[config.mk]
export PLATFORM = sky130hd
export DESIGN_NAME = ex_muldiv
export DESIGN_NICKNAME = d
export VERILOG_FILES = /design/src/rtl/cpu_types_pkg.sv /design/src/rtl/muldiv_step.sv /design/src/rtl/ex_muldiv.sv
export SDC_FILE = /design/constraint.sdc
export NUM_CORES = 1
export LEC_CHECK = 0
export ABC_AREA = 1
export ABC_CLOCK_PERIOD_IN_PS = 4250
export BUFFER_PORTS_ARGS = -buffer_cell sky130_fd_sc_hd__buf_2
export CAP_MARGIN = 20
export CELL_PAD_IN_SITES_DETAIL_PLACEMENT = 1
export CELL_PAD_IN_SITES_GLOBAL_PLACEMENT = 1
export CORE_ASPECT_RATIO = 1.4
export CORE_UTILIZATION = 30
export CTS_CLUSTER_SIZE = 40
export DETAILED_ROUTE_END_ITERATION = 7
export PLACE_DENSITY_LB_ADDON = 0.1
export RECOVER_POWER = 25
export SLEW_MARGIN = 0
export SYNTH_ARGS = -nofsm -noshare
export SYNTH_HDL_FRONTEND = slang
export SYNTH_SLANG_ARGS = --single-unit
[constraint.sdc]
create_clock -name CLK -period 4.25 [get_ports CLK]
set_input_delay 0.85 -clock CLK [delete_from_list [all_inputs] [get_ports CLK]]
set_output_delay 0.85 -clock CLK [all_outputs]
set_load 0.01 [all_outputs]
[src/rtl/cpu_types_pkg.sv]
// rtl/cpu_types_pkg.sv - funct encodings, mul/div FSM states and decode helpers for ex_muldiv.
package cpu_types_pkg;

  typedef enum logic [5:0] {
    MFHI  = 6'h10,
    MTHI  = 6'h11,
    MFLO  = 6'h12,
    MTLO  = 6'h13,
    MULT  = 6'h18,
    MULTU = 6'h19,
    DIV   = 6'h1A,
    DIVU  = 6'h1B
  } funct_t;

  typedef enum logic [1:0] {
    IDLE,
    CALC,
    SIGN
  } muldiv_state_t;

  localparam int MD_ITER = 32;

  function automatic logic is_muldiv(input logic [5:0] f);
    return (f == MULT) || (f == MULTU) || (f == DIV) || (f == DIVU);
  endfunction

  function automatic logic is_hilo(input logic [5:0] f);
    return (f == MFHI) || (f == MTHI) || (f == MFLO) || (f == MTLO);
  endfunction

endpackage

[src/rtl/muldiv_step.sv]
// rtl/muldiv_step.sv - one combinational mul/div iteration on the {upper,lower} accumulator.
module muldiv_step #(
  parameter int WIDTH = 32
) (
  input  logic               is_div_i,
  input  logic [2*WIDTH-1:0] acc_i,
  input  logic [WIDTH-1:0]   opb_i,
  input  logic               mbit_i,
  output logic [2*WIDTH-1:0] acc_o
);

  logic [WIDTH:0] rem_sh;
  logic [WIDTH:0] diff;
  logic [WIDTH:0] sum;

  always_comb begin
    rem_sh = '0;
    diff   = '0;
    sum    = '0;
    acc_o  = acc_i;
    if (is_div_i) begin
      // Restoring divide: upper half is the partial remainder, lower half collects quotient bits.
      rem_sh = acc_i[2*WIDTH-1:WIDTH-1];
      diff   = rem_sh - {1'b0, opb_i};
      if (diff[WIDTH]) begin
        acc_o = {rem_sh[WIDTH-1:0], acc_i[WIDTH-2:0], 1'b0};
      end else begin
        acc_o = {diff[WIDTH-1:0], acc_i[WIDTH-2:0], 1'b1};
      end
    end else begin
      sum   = {1'b0, acc_i[2*WIDTH-1:WIDTH]} + (mbit_i ? {1'b0, opb_i} : {(WIDTH+1){1'b0}});
      acc_o = {sum, acc_i[WIDTH-1:1]};
    end
  end

endmodule

[src/rtl/ex_muldiv.sv]
// rtl/ex_muldiv.sv - iterative EX-stage multiply/divide unit owning HI/LO.
// Optional MULDIV_EARLY_OUT_EN: multiply leaves CALC once the remaining multiplier bits are zero.
module ex_muldiv
  import cpu_types_pkg::*;
#(
  parameter int ITER  = MD_ITER,
  parameter int WIDTH = 32
) (
  input  logic             CLK,
  input  logic             nRST,
  input  logic             valid_i,
  input  logic [5:0]       funct_i,
  input  logic [WIDTH-1:0] rdat1_i,
  input  logic [WIDTH-1:0] rdat2_i,
  input  logic             flush_i,
  output logic [WIDTH-1:0] hi_o,
  output logic [WIDTH-1:0] lo_o,
  output logic [WIDTH-1:0] mfdata_o,
  output logic             busy_o,
  output logic             done_o,
  output logic             stall_o
);

  localparam int CW = $clog2(ITER);

  muldiv_state_t      state_q, state_d;
  logic [CW-1:0]      count_q, count_d;
  logic [2*WIDTH-1:0] acc_q, acc_d;
  logic [WIDTH-1:0]   opb_q, opb_d;
  logic [WIDTH-1:0]   mplier_q, mplier_d;
  logic               is_div_q, is_div_d;
  logic               neg_lo_q, neg_lo_d;
  logic               neg_hi_q, neg_hi_d;
  logic               dz_q, dz_d;
  logic [WIDTH-1:0]   hi_q, hi_d;
  logic [WIDTH-1:0]   lo_q, lo_d;
  logic               done_q, done_d;

  logic [2*WIDTH-1:0] step_acc;
  logic               is_signed, a_neg, b_neg;
  logic [WIDTH-1:0]   a_mag, b_mag;
  logic [2*WIDTH-1:0] prod_mag, prod;
  logic [WIDTH-1:0]   quo_mag, rem_mag, quo, rem;

  muldiv_step #(.WIDTH(WIDTH)) u_step (
    .is_div_i (is_div_q),
    .acc_i    (acc_q),
    .opb_i    (opb_q),
    .mbit_i   (mplier_q[0]),
    .acc_o    (step_acc)
  );

  assign is_signed = (funct_i == MULT) || (funct_i == DIV);
  assign a_neg     = is_signed & rdat1_i[WIDTH-1];
  assign b_neg     = is_signed & rdat2_i[WIDTH-1];
  assign a_mag     = a_neg ? -rdat1_i : rdat1_i;
  assign b_mag     = b_neg ? -rdat2_i : rdat2_i;

`ifdef MULDIV_EARLY_OUT_EN
  // An early exit leaves the product short of its remaining right shifts; finish them here.
  logic [CW-1:0] shamt;
  assign shamt    = CW'(ITER - 1) - count_q;
  assign prod_mag = acc_q >> shamt;
`else
  assign prod_mag = acc_q;
`endif

  assign prod    = neg_lo_q ? -prod_mag : prod_mag;
  assign quo_mag = acc_q[WIDTH-1:0];
  assign rem_mag = acc_q[2*WIDTH-1:WIDTH];
  // Divide by zero leaves |dividend| in the remainder, so sign correction restores rdat1 as latched.
  assign quo     = dz_q ? {WIDTH{1'b1}} : (neg_lo_q ? -quo_mag : quo_mag);
  assign rem     = neg_hi_q ? -rem_mag : rem_mag;

  always_comb begin
    state_d  = state_q;
    count_d  = count_q;
    acc_d    = acc_q;
    opb_d    = opb_q;
    mplier_d = mplier_q;
    is_div_d = is_div_q;
    neg_lo_d = neg_lo_q;
    neg_hi_d = neg_hi_q;
    dz_d     = dz_q;
    hi_d     = hi_q;
    lo_d     = lo_q;
    done_d   = 1'b0;
    case (state_q)
      IDLE: begin
        if (valid_i && !flush_i) begin
          if (is_muldiv(funct_i)) begin
            state_d  = CALC;
            count_d  = '0;
            is_div_d = (funct_i == DIV) || (funct_i == DIVU);
            if ((funct_i == DIV) || (funct_i == DIVU)) begin
              acc_d    = {{WIDTH{1'b0}}, a_mag};
              opb_d    = b_mag;
              mplier_d = '0;
              neg_lo_d = a_neg ^ b_neg;
              neg_hi_d = a_neg;
              dz_d     = (rdat2_i == '0);
            end else begin
              acc_d    = '0;
              opb_d    = a_mag;
              mplier_d = b_mag;
              neg_lo_d = a_neg ^ b_neg;
              neg_hi_d = a_neg ^ b_neg;
              dz_d     = 1'b0;
            end
          end else if (funct_i == MTHI) begin
            hi_d = rdat1_i;
          end else if (funct_i == MTLO) begin
            lo_d = rdat1_i;
          end
        end
      end
      CALC: begin
        if (flush_i) begin
          state_d = IDLE;
          count_d = '0;
        end else begin
          acc_d    = step_acc;
          mplier_d = mplier_q >> 1;
          if (count_q == CW'(ITER - 1)) begin
            state_d = SIGN;
`ifdef MULDIV_EARLY_OUT_EN
          end else if (!is_div_q && (mplier_q[WIDTH-1:1] == '0)) begin
            state_d = SIGN;
`endif
          end else begin
            count_d = count_q + 1'b1;
          end
        end
      end
      SIGN: begin
        state_d = IDLE;
        count_d = '0;
        if (!flush_i) begin
          done_d = 1'b1;
          if (is_div_q) begin
            hi_d = rem;
            lo_d = quo;
          end else begin
            hi_d = prod[2*WIDTH-1:WIDTH];
            lo_d = prod[WIDTH-1:0];
          end
        end
      end
      default: state_d = IDLE;
    endcase
  end

  always_ff @(posedge CLK or negedge nRST) begin
    if (!nRST) begin
      state_q  <= IDLE;
      count_q  <= '0;
      acc_q    <= '0;
      opb_q    <= '0;
      mplier_q <= '0;
      is_div_q <= 1'b0;
      neg_lo_q <= 1'b0;
      neg_hi_q <= 1'b0;
      dz_q     <= 1'b0;
      hi_q     <= '0;
      lo_q     <= '0;
      done_q   <= 1'b0;
    end else begin
      state_q  <= state_d;
      count_q  <= count_d;
      acc_q    <= acc_d;
      opb_q    <= opb_d;
      mplier_q <= mplier_d;
      is_div_q <= is_div_d;
      neg_lo_q <= neg_lo_d;
      neg_hi_q <= neg_hi_d;
      dz_q     <= dz_d;
      hi_q     <= hi_d;
      lo_q     <= lo_d;
      done_q   <= done_d;
    end
  end

  assign hi_o     = hi_q;
  assign lo_o     = lo_q;
  assign done_o   = done_q;
  assign busy_o   = (state_q != IDLE);
  assign stall_o  = busy_o & valid_i & (is_muldiv(funct_i) | is_hilo(funct_i));
  assign mfdata_o = (funct_i == MFHI) ? hi_q : ((funct_i == MFLO) ? lo_q : '0);

endmodule
# Yosys cells after proc, flatten, opt, wreduce, memory -nomap -nowiden
# Index checks and enable logic that the tools add are counted.
[op_classes]
addsub = 8
n_eq_ne = 21
muxes = 49
bitwise_logic = 6
reduce_logical = 22
[op_table]
columns = ["cell", "n"]
rows = [
  ["$mux 32", 25],
  ["$mux 64", 6],
  ["$pmux 32 s2", 3],
  ["$neg 32->32", 4],
  ["$pmux 64 s2", 1],
  ["$neg 64->64", 1],
  ["$eq 6x5->1 const B", 8],
  ["$add 32x33->33", 1],
  ["$sub 33x32->33", 1],
  ["$logic_not 32->1", 1],
  ["$mux 5", 4],
  ["$ne 2x2->1 const B", 8],
  ["$pmux 5 s3", 1],
  ["$logic_or 1x1->1", 8],
  ["$mux 2", 4],
  ["$reduce_and 4->1", 2],
  ["$ne 3x3->1 const B", 2],
  ["$reduce_and 3->1", 2],
  ["$reduce_and 6->1", 1],
  ["$reduce_bool 2->1", 3],
  ["$add 5x1->5 const B", 1],
  ["$eq 5x5->1 const B", 1],
  ["$reduce_and 5->1", 1],
  ["$and 1x1->1", 4],
  ["other kinds (10)", 13],
]
[word_totals]
reg_bits = 204
in_bits = 74
output_inout_bits = 99
word_cells = 118

# Depth between registers and ports, before layout
# Gate-level depths: netlist of the first run.
[logic_depth]
ltp_word = 8
depth_mapped = 22

# Modules after synthesis
# A second synthesis of the first run with hierarchy kept.
[unflattened]
hier_cells = 3478
hier_area_um2 = 20520.9
[by_module_without_submodules]
columns = ["mod", "instances", "cells_per_inst", "area_each_um2"]
rows = [
  ["ex_muldiv", 1, 2176, 14101.0],
  ["muldiv_step", 1, 1302, 6419.9],
]

# Worst setup path before layout of the first run
# No wires, ideal clock.
[synth_timing]
path_kind = "register -> register"
start = "reg mplier_q[0]"
end = "reg acc_q[53]"
setup_ns = 0.117
arrival_ns = 2.515
t_required_ns = 4.133
path_slack_ns = 1.618
path_stages_with_launch = 20
n_path_buf = 2
path_cell_list = "dfrtp_1 -> clkbuf_1 -> clkbuf_1 -> nand2_1 -> inv_1 -> ha_1 -> inv_1 -> fa_1 -> inv_1 -> nand3_1 -> nand2_1 -> a21oi_1 -> o21ai_0 -> nand2_1 -> nand3_1 -> nand3_1 -> nand2_1 -> inv_1 -> nand2_1 -> nand2_1"
[synth_via]
elab_chain_len = 5
[synth_lines]
columns = ["item", "line_no", "text"]
rows = [
  ["from (decl)", "ex_muldiv.sv:30", "logic [WIDTH-1:0] mplier_q, mplier_d;"],
  ["from (signal assigned)", "ex_muldiv.sv:172", "mplier_q <= mplier_d;"],
  ["$mux 32", "muldiv_step.sv:31", "sum = {1'b0, acc_i[2*WIDTH-1:WIDTH]} + (mbit_i ? {1'b0, opb_i} : {(WIDTH+1){1'b0}});"],
  ["$add 32x33->33", "muldiv_step.sv:31", ""],
  ["$mux 64", "muldiv_step.sv:21", "if (is_div_i) begin"],
  ["$mux 64", "ex_muldiv.sv:118", "if (flush_i) begin"],
  ["$pmux 64 s2", "ex_muldiv.sv:88", "case (state_q)"],
  ["to (signal assigned)", "ex_muldiv.sv:157", "acc_q <= '0;"],
  ["to (signal assigned)", "ex_muldiv.sv:170", "acc_q <= acc_d;"],
  ["to (decl)", "ex_muldiv.sv:28", "logic [2*WIDTH-1:0] acc_q, acc_d;"],
]
# No other way between the ends. The select of a mux whose other input is x is not followed.
# A chain may end at the register's enable or synchronous reset.

# Final worst setup path of the first run
[layout_timing]
start = "reg mplier_q[0]"
end = "reg acc_q[61]"
# Same word-level chain as after synthesis.

==> results of run 1 <==
layout make-up:
cell class                      count  area, sq um
Clock buffer                       34          732
Timing Repair Buffer              222         1250
Tap cell                          840         1050
Multi-Input combinational cell   2409        12200
Sequential cell                   204         5110
Fill cell                        8579        42200
Inverter                          474         1790
Clock inverter                     14          166
metrics by stage:
stage | instance area [sq um] | hold WS (ps) | utilization
5_1_grt | 22300 | 300 | 0.346
3_3_place_gp | 21500 | 482 | 0.332
6_report | 22300 | 248 | 0.346
3_5_place_dp | 21500 | 477 | 0.332
4_1_cts | 22400 | 291 | 0.346
2_1_floorplan | 19700 | 447 | -
worst max path at each step:
stage | from | slack, ps | endpoint | depth (start not counted)
6_report | mplier_q[0]$_DFFE_PN0P_ | 1070 | acc_q[61]$_DFFE_PN0P_ | 15
5_1_grt | mplier_q[0]$_DFFE_PN0P_ | 820 | acc_q[61]$_DFFE_PN0P_ | 15
4_1_cts | mplier_q[0]$_DFFE_PN0P_ | 1100 | acc_q[60]$_DFFE_PN0P_ | 10
3_5_place_dp | funct_i[5] | 970 | acc_q[15]$_DFFE_PN0P_ | 12
3_3_place_gp | funct_i[5] | 1020 | acc_q[15]$_DFFE_PN0P_ | 12
2_1_floorplan | mplier_q[0]$_DFFE_PN0P_ | 1620 | acc_q[53]$_DFFE_PN0P_ | 19
logic make-up after synthesis:
group / after synthesis / share of synthesized area
XOR/XNOR: 73 / 0.0344
buffers and inverters: 587 / 0.120
adder cells (fa/ha/maj): 72 / 0.0465
AO/OA/AOI/OAI: 601 / 0.182
flip-flops: 204 / 0.259
AND/OR/NAND/NOR: 1663 / 0.358
power by group:
group	leakage, nW	switching [mW]	total (mW)	internal (mW)
sequential	2.45	0.798	3.32	2.52
clock	0.418	1.01	2.41	1.40
combinational	8.47	4.39	6.31	1.92
sequential cells by signal, indices dropped and copies added, names as in the netlist:
signal / cells
mplier_q: 32
opb_q: 32
dz_q: 1
count_q: 5
lo_o: 32
hi_o: 32
acc_q: 64
state_q: 2
neg_hi_q: 1
done_o: 1
neg_lo_q: 1
is_div_q: 1
routing by layer:
| metal | GRT usage | vias up | wire, um | share of wire |
|---|---|---|---|---|
| met3 | 0.0261 | 234 | 3390 | 0.031 |
| met4 | 0.213 | 4 | 8260 | 0.076 |
| li1 | - | 10700 | - | - |
| met1 | 0.368 | 11200 | 42100 | 0.39 |
| met2 | 0.581 | 549 | 54800 | 0.50 |
| met5 | 0 | - | 27 | 0.00025 |
worst register-to-register path: cells and delay by family, from the launching register on:
family,cells,cell delay (ps)
AND/OR/NAND/NOR,8,990
adder cells (fa/ha/maj),2,580
flip-flops,1,580
buffers and inverters,3,220
AO/OA/AOI/OAI,2,680
layout by cell type (no fill, tap or decap), types with 11 or more instances in the layout:
cell,count
nand2_1,810
inv_1,460
nor2_1,409
nand3_1,274
dfrtp_1,203
a21oi_1,196
buf_2,171
o21ai_0,162
ha_1,70
o211ai_1,63
xor2_1,53
buf_4,48
nand4_1,44
o22ai_1,41
a22oi_1,39
nor3_1,34
clkbuf_16,27
o21bai_1,22
nor4_1,16
o21ai_1,16
nor2_2,15
nand2_2,15
or2_2,15
xnor2_1,15
a31oi_1,14
o221ai_1,11
==> impl_results.md, run 1 <==
- Total power: 12.0 mW
- Max-Cap Viols: 1
- Reg-to-reg endpoint: acc_q[61]$_DFFE_PN0P_
- CP top delay family: simple AND/OR/NAND/NOR gates
- Initial Util: 0.305
- Worst EP required: 4700 ps
- Leakage: 11.3 nW
- CP max FO: 13
- Root Buffer: clkbuf_16
- Slowest CP cell: dfrtp_1
- Worst hold path type: primary input to async pin
- N_diodes: 0
- Synthesized area: 19,700 sq um
- # resized after CTS: 0
- Slew of the pin with the lowest slew margin: 1700 ps
- Share of layout cells above drive strength 1: 0.107
- Vias in the first global route: 24,000
- Routed vias/inst: 5.41
- Router iterations before antenna repair: 5
- Placed cells: 4,149
- Post-synthesis cell type count: 59
- Core area: 64,500 sq um
- Top cells by area, synth: dfrtp_1 (26%), nand2_1 (15%), inv_1 (8.8%)
- Routability cong.: 0.980
- Synth warn: 0
- Initial antenna violation count: 6
- #FFs+latches synth: 204
- Pwr dens: 539 nW/um^2
- Drc violations: 0
- Gr ovfl total: 0
- Crit. End Element: flip-flop
- Post-route insts no fill: 4,197
- Top Ports: 173
- FF-to-FF path depth: 15
- Area growth syn-to-layout: 13.5%
- Yosys top cell area share: 0.259
- Final min period: 3180 ps
- Worst R2R Setup Slack: 1070 ps
- Skew-Pair Late Insertion Delay: 580 ps
- Top FF cell, synth: dfrtp_1
- Clock Pin Slew Worst Setup and Hold Paths: 60 ps
- Crit-path most repeated cell: nand3_1
- Post-synth EDFFs: 0
- Syn Area/Cell: 6.15 sq um
- Most frequent cell after synthesis: nand2_1
- IO Port Bufs: 172
- Avg WL per Cell: 25.9 um
- Startpoint types: flip-flop
- CTS Sinks: 204
- Post-synthesis cell count: 3,200
- Post-synthesis net count: 3,346
- Violated checks: max-capacitance violations, max-slew violations
- RSZ-0062 raised after global routing: false
- Setup TNS: 0 ps
- Worst Path Arrival: 3630 ps
- Cts hold-fix bufs: 0
- Commonest cells post-synth: nand2_1 (810), inv_1 (461), nor2_1 (412), nand3_1 (274), dfrtp_1 (204)
- Biggest area consumer among synthesized cells: dfrtp_1
- FMAX: 314 MHz
- CP max stage delay: 580 ps
- Slew Limit Fails: 65
- Setup violators final: 0
- Drt initial violations: 1,238
- Status: finished, violations left
- Sequential area share after synthesis: 0.259
- GR Util All Layers: 0.326
- Pin count of the biggest net entering global routing: 72
- Die area: 66,700 sq um
- Final hold violations: 0
- Total CTS buffers: 27
- Number of setup buffers added after CTS: 0
- Die Span Y: 305 um
- Clock Tree Buf Depth: 3
- CTS tree: yes
- Final ANT Viol Nets: 0
- RR Startpoint: mplier_q[0]$_DFFE_PN0P_
- HPWL Detailed: 89.4 mm
- Clock Skew: 27.0 ps
- Fin worst setup slack: 1070 ps
- Die X: 219 um
- Vias: 22,700
- Nets: 3,484
- Place WS: 967 ps
- Crit-path cells: nand2_1 -> inv_1 -> ha_1 -> inv_1 -> fa_1 -> inv_1 -> nand3_1 -> nand2_1 -> a21oi_1 -> o21ai_0 -> nand3_1 -> nand3_1 -> nand3_1 -> nand3_1 -> nand2_1
- Max VDD drop: 317 uV
- Critical path class: flip-flop to flip-flop
- First-pass GRT wire length: 159 mm
- Core Rows: 110
- Slew headroom: -0.136
- Worst path bufs/invs: 3
- H-tree level count: 1
- Period utilization: 0.748
- Ys async rst share: 1.00
- Final WL: 109 mm
Power figures use the tool's default switching activity.
==> inputs of run 2 (changes only) <==
--- a/config.mk
+++ b/config.mk
@@ -6,7 +6,7 @@
 export NUM_CORES = 1
 export LEC_CHECK = 0
 export ABC_AREA = 1
-export ABC_CLOCK_PERIOD_IN_PS = 4250
+export ABC_CLOCK_PERIOD_IN_PS = 3050
 export BUFFER_PORTS_ARGS = -buffer_cell sky130_fd_sc_hd__buf_2
 export CAP_MARGIN = 20
 export CELL_PAD_IN_SITES_DETAIL_PLACEMENT = 1
==> constraint.sdc (replaced) <==
create_clock -name CLK -period 3.05 [get_ports CLK]
set_input_delay 0.61 -clock CLK [delete_from_list [all_inputs] [get_ports CLK]]
set_output_delay 0.61 -clock CLK [all_outputs]
set_load 0.01 [all_outputs]
==> run 2 against run 1 <==
Against the previous run:
- the run still ends with max-capacitance violations, max-slew violations left
- sequential power up 36%
- register-to-register slack got worse by 950 ps
- die area did not move
- wire length decreased by 2.2%
- clock skew is 2.8 ps higher
- worst setup slack lost 950 ps
- highest routed layer unchanged
==> impl_results.md, run 2 (synthesis results as in run 1) <==
- Status: finished, violations left
- Violated checks: max-capacitance violations, max-slew violations
- Slowest CP cell: dfrtp_1
- Max-Cap Viols: 1 (unchanged)
- First-pass GRT wire length: 155 mm (-2.4%)
- Setup violators final: 0 (unchanged)
- Drt initial violations: 1,399 (+13%)
- Final min period: 2930 ps (-246 ps)
- Reg with most FFs: acc_q
- Pwr dens: 742 nW/um^2 (+37%)
- Crit-path cells: inv_1 -> ha_1 -> nand2_1 -> nand2_1 -> a21oi_1 -> nand2_2 -> nand2_1 -> nand2_2 -> nand2_2 -> nand2_2 -> nand2_4 -> nand2_8 -> nand3_1 -> nand3_1 -> nand3_1 -> nand2_1
- Crit. End Element: flip-flop
- CTS tree: yes
- Skew-Pair Late Insertion Delay: 580 ps (about the same)
- Clock Skew: 29.7 ps (+2.75 ps)
- Slew of the pin with the lowest slew margin: 2270 ps (+564 ps)
- Final ANT Viol Nets: 0 (unchanged)
- Critical path class: flip-flop to flip-flop
- Nets: 3,544 (+1.7%)
- Most common cell after layout, fill and taps aside: nand2_1
- Die Span Y: 305 um (unchanged)
- FMAX: 341 MHz (+8.4%)
- CP top delay family: simple AND/OR/NAND/NOR gates
- Worst EP required: 3520 ps (-1180 ps)
- Number of setup buffers added after CTS: 0 (unchanged)
- Die area: 66,700 sq um (unchanged)
- Startpoint types: flip-flop
- Core Rows: 110 (unchanged)
- Core area: 64,500 sq um (unchanged)
- Area growth syn-to-layout: 16.3%
- Leakage: 11.7 nW (+3.1%)
- RSZ-0062 raised after global routing: false
- Vias in the first global route: 23,800 (-0.81%)
- Share of layout cells above drive strength 1: 0.124 (+0.0174)
- H-tree level count: 1 (unchanged)
- # resized after CTS: 0 (unchanged)
- Worst Path Arrival: 3410 ps (-220 ps)
- Worst hold path type: primary input to flip-flop
- Setup TNS: 0 ps (unchanged)
- Total CTS buffers: 27 (unchanged)
- Initial antenna violation count: 4 (-2)
- Root Buffer: clkbuf_16
- Util after Layout: 0.355 (+0.00863)
- Final WL: 106 mm (-2.2%)
- Max reg flops: 64 (unchanged)
- Avg WL per Cell: 24.9 um (-3.7%)
- Pin count of the biggest net entering global routing: 96 (+33%)
- Clock Tree Buf Depth: 3 (unchanged)
- GR Util All Layers: 0.316 (-0.0102)
- Max VDD drop: 415 uV (+31%)
- Vias: 22,900 (+0.77%)
- CTS Sinks: 204 (unchanged)
- Routed vias/inst: 5.37 (-0.70%)
- Clock Pin Slew Worst Setup and Hold Paths: 80 ps (+20 ps)
- Slew Limit Fails: 74 (+14%)
- IO Port Bufs: 172 (unchanged)
- CP max FO: 21 (+8)
- Cts hold-fix bufs: 0 (unchanged)
- Worst path bufs/invs: 1 (-2)
- HPWL Detailed: 87.5 mm (-2.1%)
- Router iterations before antenna repair: 5 (unchanged)
- Top Ports: 173 (unchanged)
- Routability cong.: 0.987 (+0.71%)
- Final hold violations: 0 (unchanged)
- Gr ovfl total: 0 (unchanged)
- Most frequent cells in the layout: nand2_1 (809), inv_1 (460), nor2_1 (408)
- Initial Util: 0.305 (unchanged)
- CP max stage delay: 590 ps (about the same)
- Period utilization: 0.962 (+0.214)
- Slew headroom: -0.512 (-0.376)
- Drc violations: 0 (unchanged)
- Die X: 219 um (unchanged)
[run 2: metrics by stage]
stage	cells	hold slack [ps]	cell area [sq um]	power [mW]	setup WS, ps
floorplan	3200	314	19700	9.62	418
global placement	4208	480	22000	13.3	34.5
detailed placement	4208	485	22000	13.4	25.8
CTS	4257	106	22900	17.0	13.0
global route	4259	358	22900	18.0	15.6
finish	4259	358	22900	17.0	116
[run 2: per-layer routing]
layer,global-route usage,up-vias,share of wire
met5,0,-,0.00012
met4,0.187,2,0.067
met3,0.0223,206,0.031
met2,0.569,559,0.51
met1,0.361,11300,0.39
li1,-,10800,-
[run 2: worst paths after layout]
path                                     startpoint                       end  slack (ps)  depth (start not counted)
min in group asynchronous                      nRST       hi_o[1]$_DFFE_PN0P_         690                          1
max in group asynchronous                      nRST     acc_q[47]$_DFFE_PN0P_         400                          2
hold / removal                              flush_i          done_o$_DFF_PN0_         360                          2
hold reg to reg            mplier_q[20]$_DFFE_PN0P_  mplier_q[19]$_DFFE_PN0P_         510                          2
setup reg to reg               opb_q[5]$_DFFE_PN0P_     acc_q[59]$_DFFE_PN0P_         120                         16
setup / recovery               opb_q[5]$_DFFE_PN0P_     acc_q[59]$_DFFE_PN0P_         120                         16
[run 2: power by group]
group | internal, mW | total (mW) | switching, mW | leakage, nW
registers | 3.52 | 4.50 | 0.979 | 2.45
logic | 2.86 | 9.00 | 6.14 | 8.79
clock network | 2.03 | 3.47 | 1.45 | 0.458
total | 8.41 | 17.0 | 8.57 | 11.7
[run 2: area by class of cell]
class,instances,area [sq um]
fill,8535,41700
multi-input combinational,2410,12300
inverter,474,1790
timing repair buffer,281,1760
tap,840,1050
clock buffer,35,766
clock inverter,14,165
antenna,1,2.50
sequential,204,5110
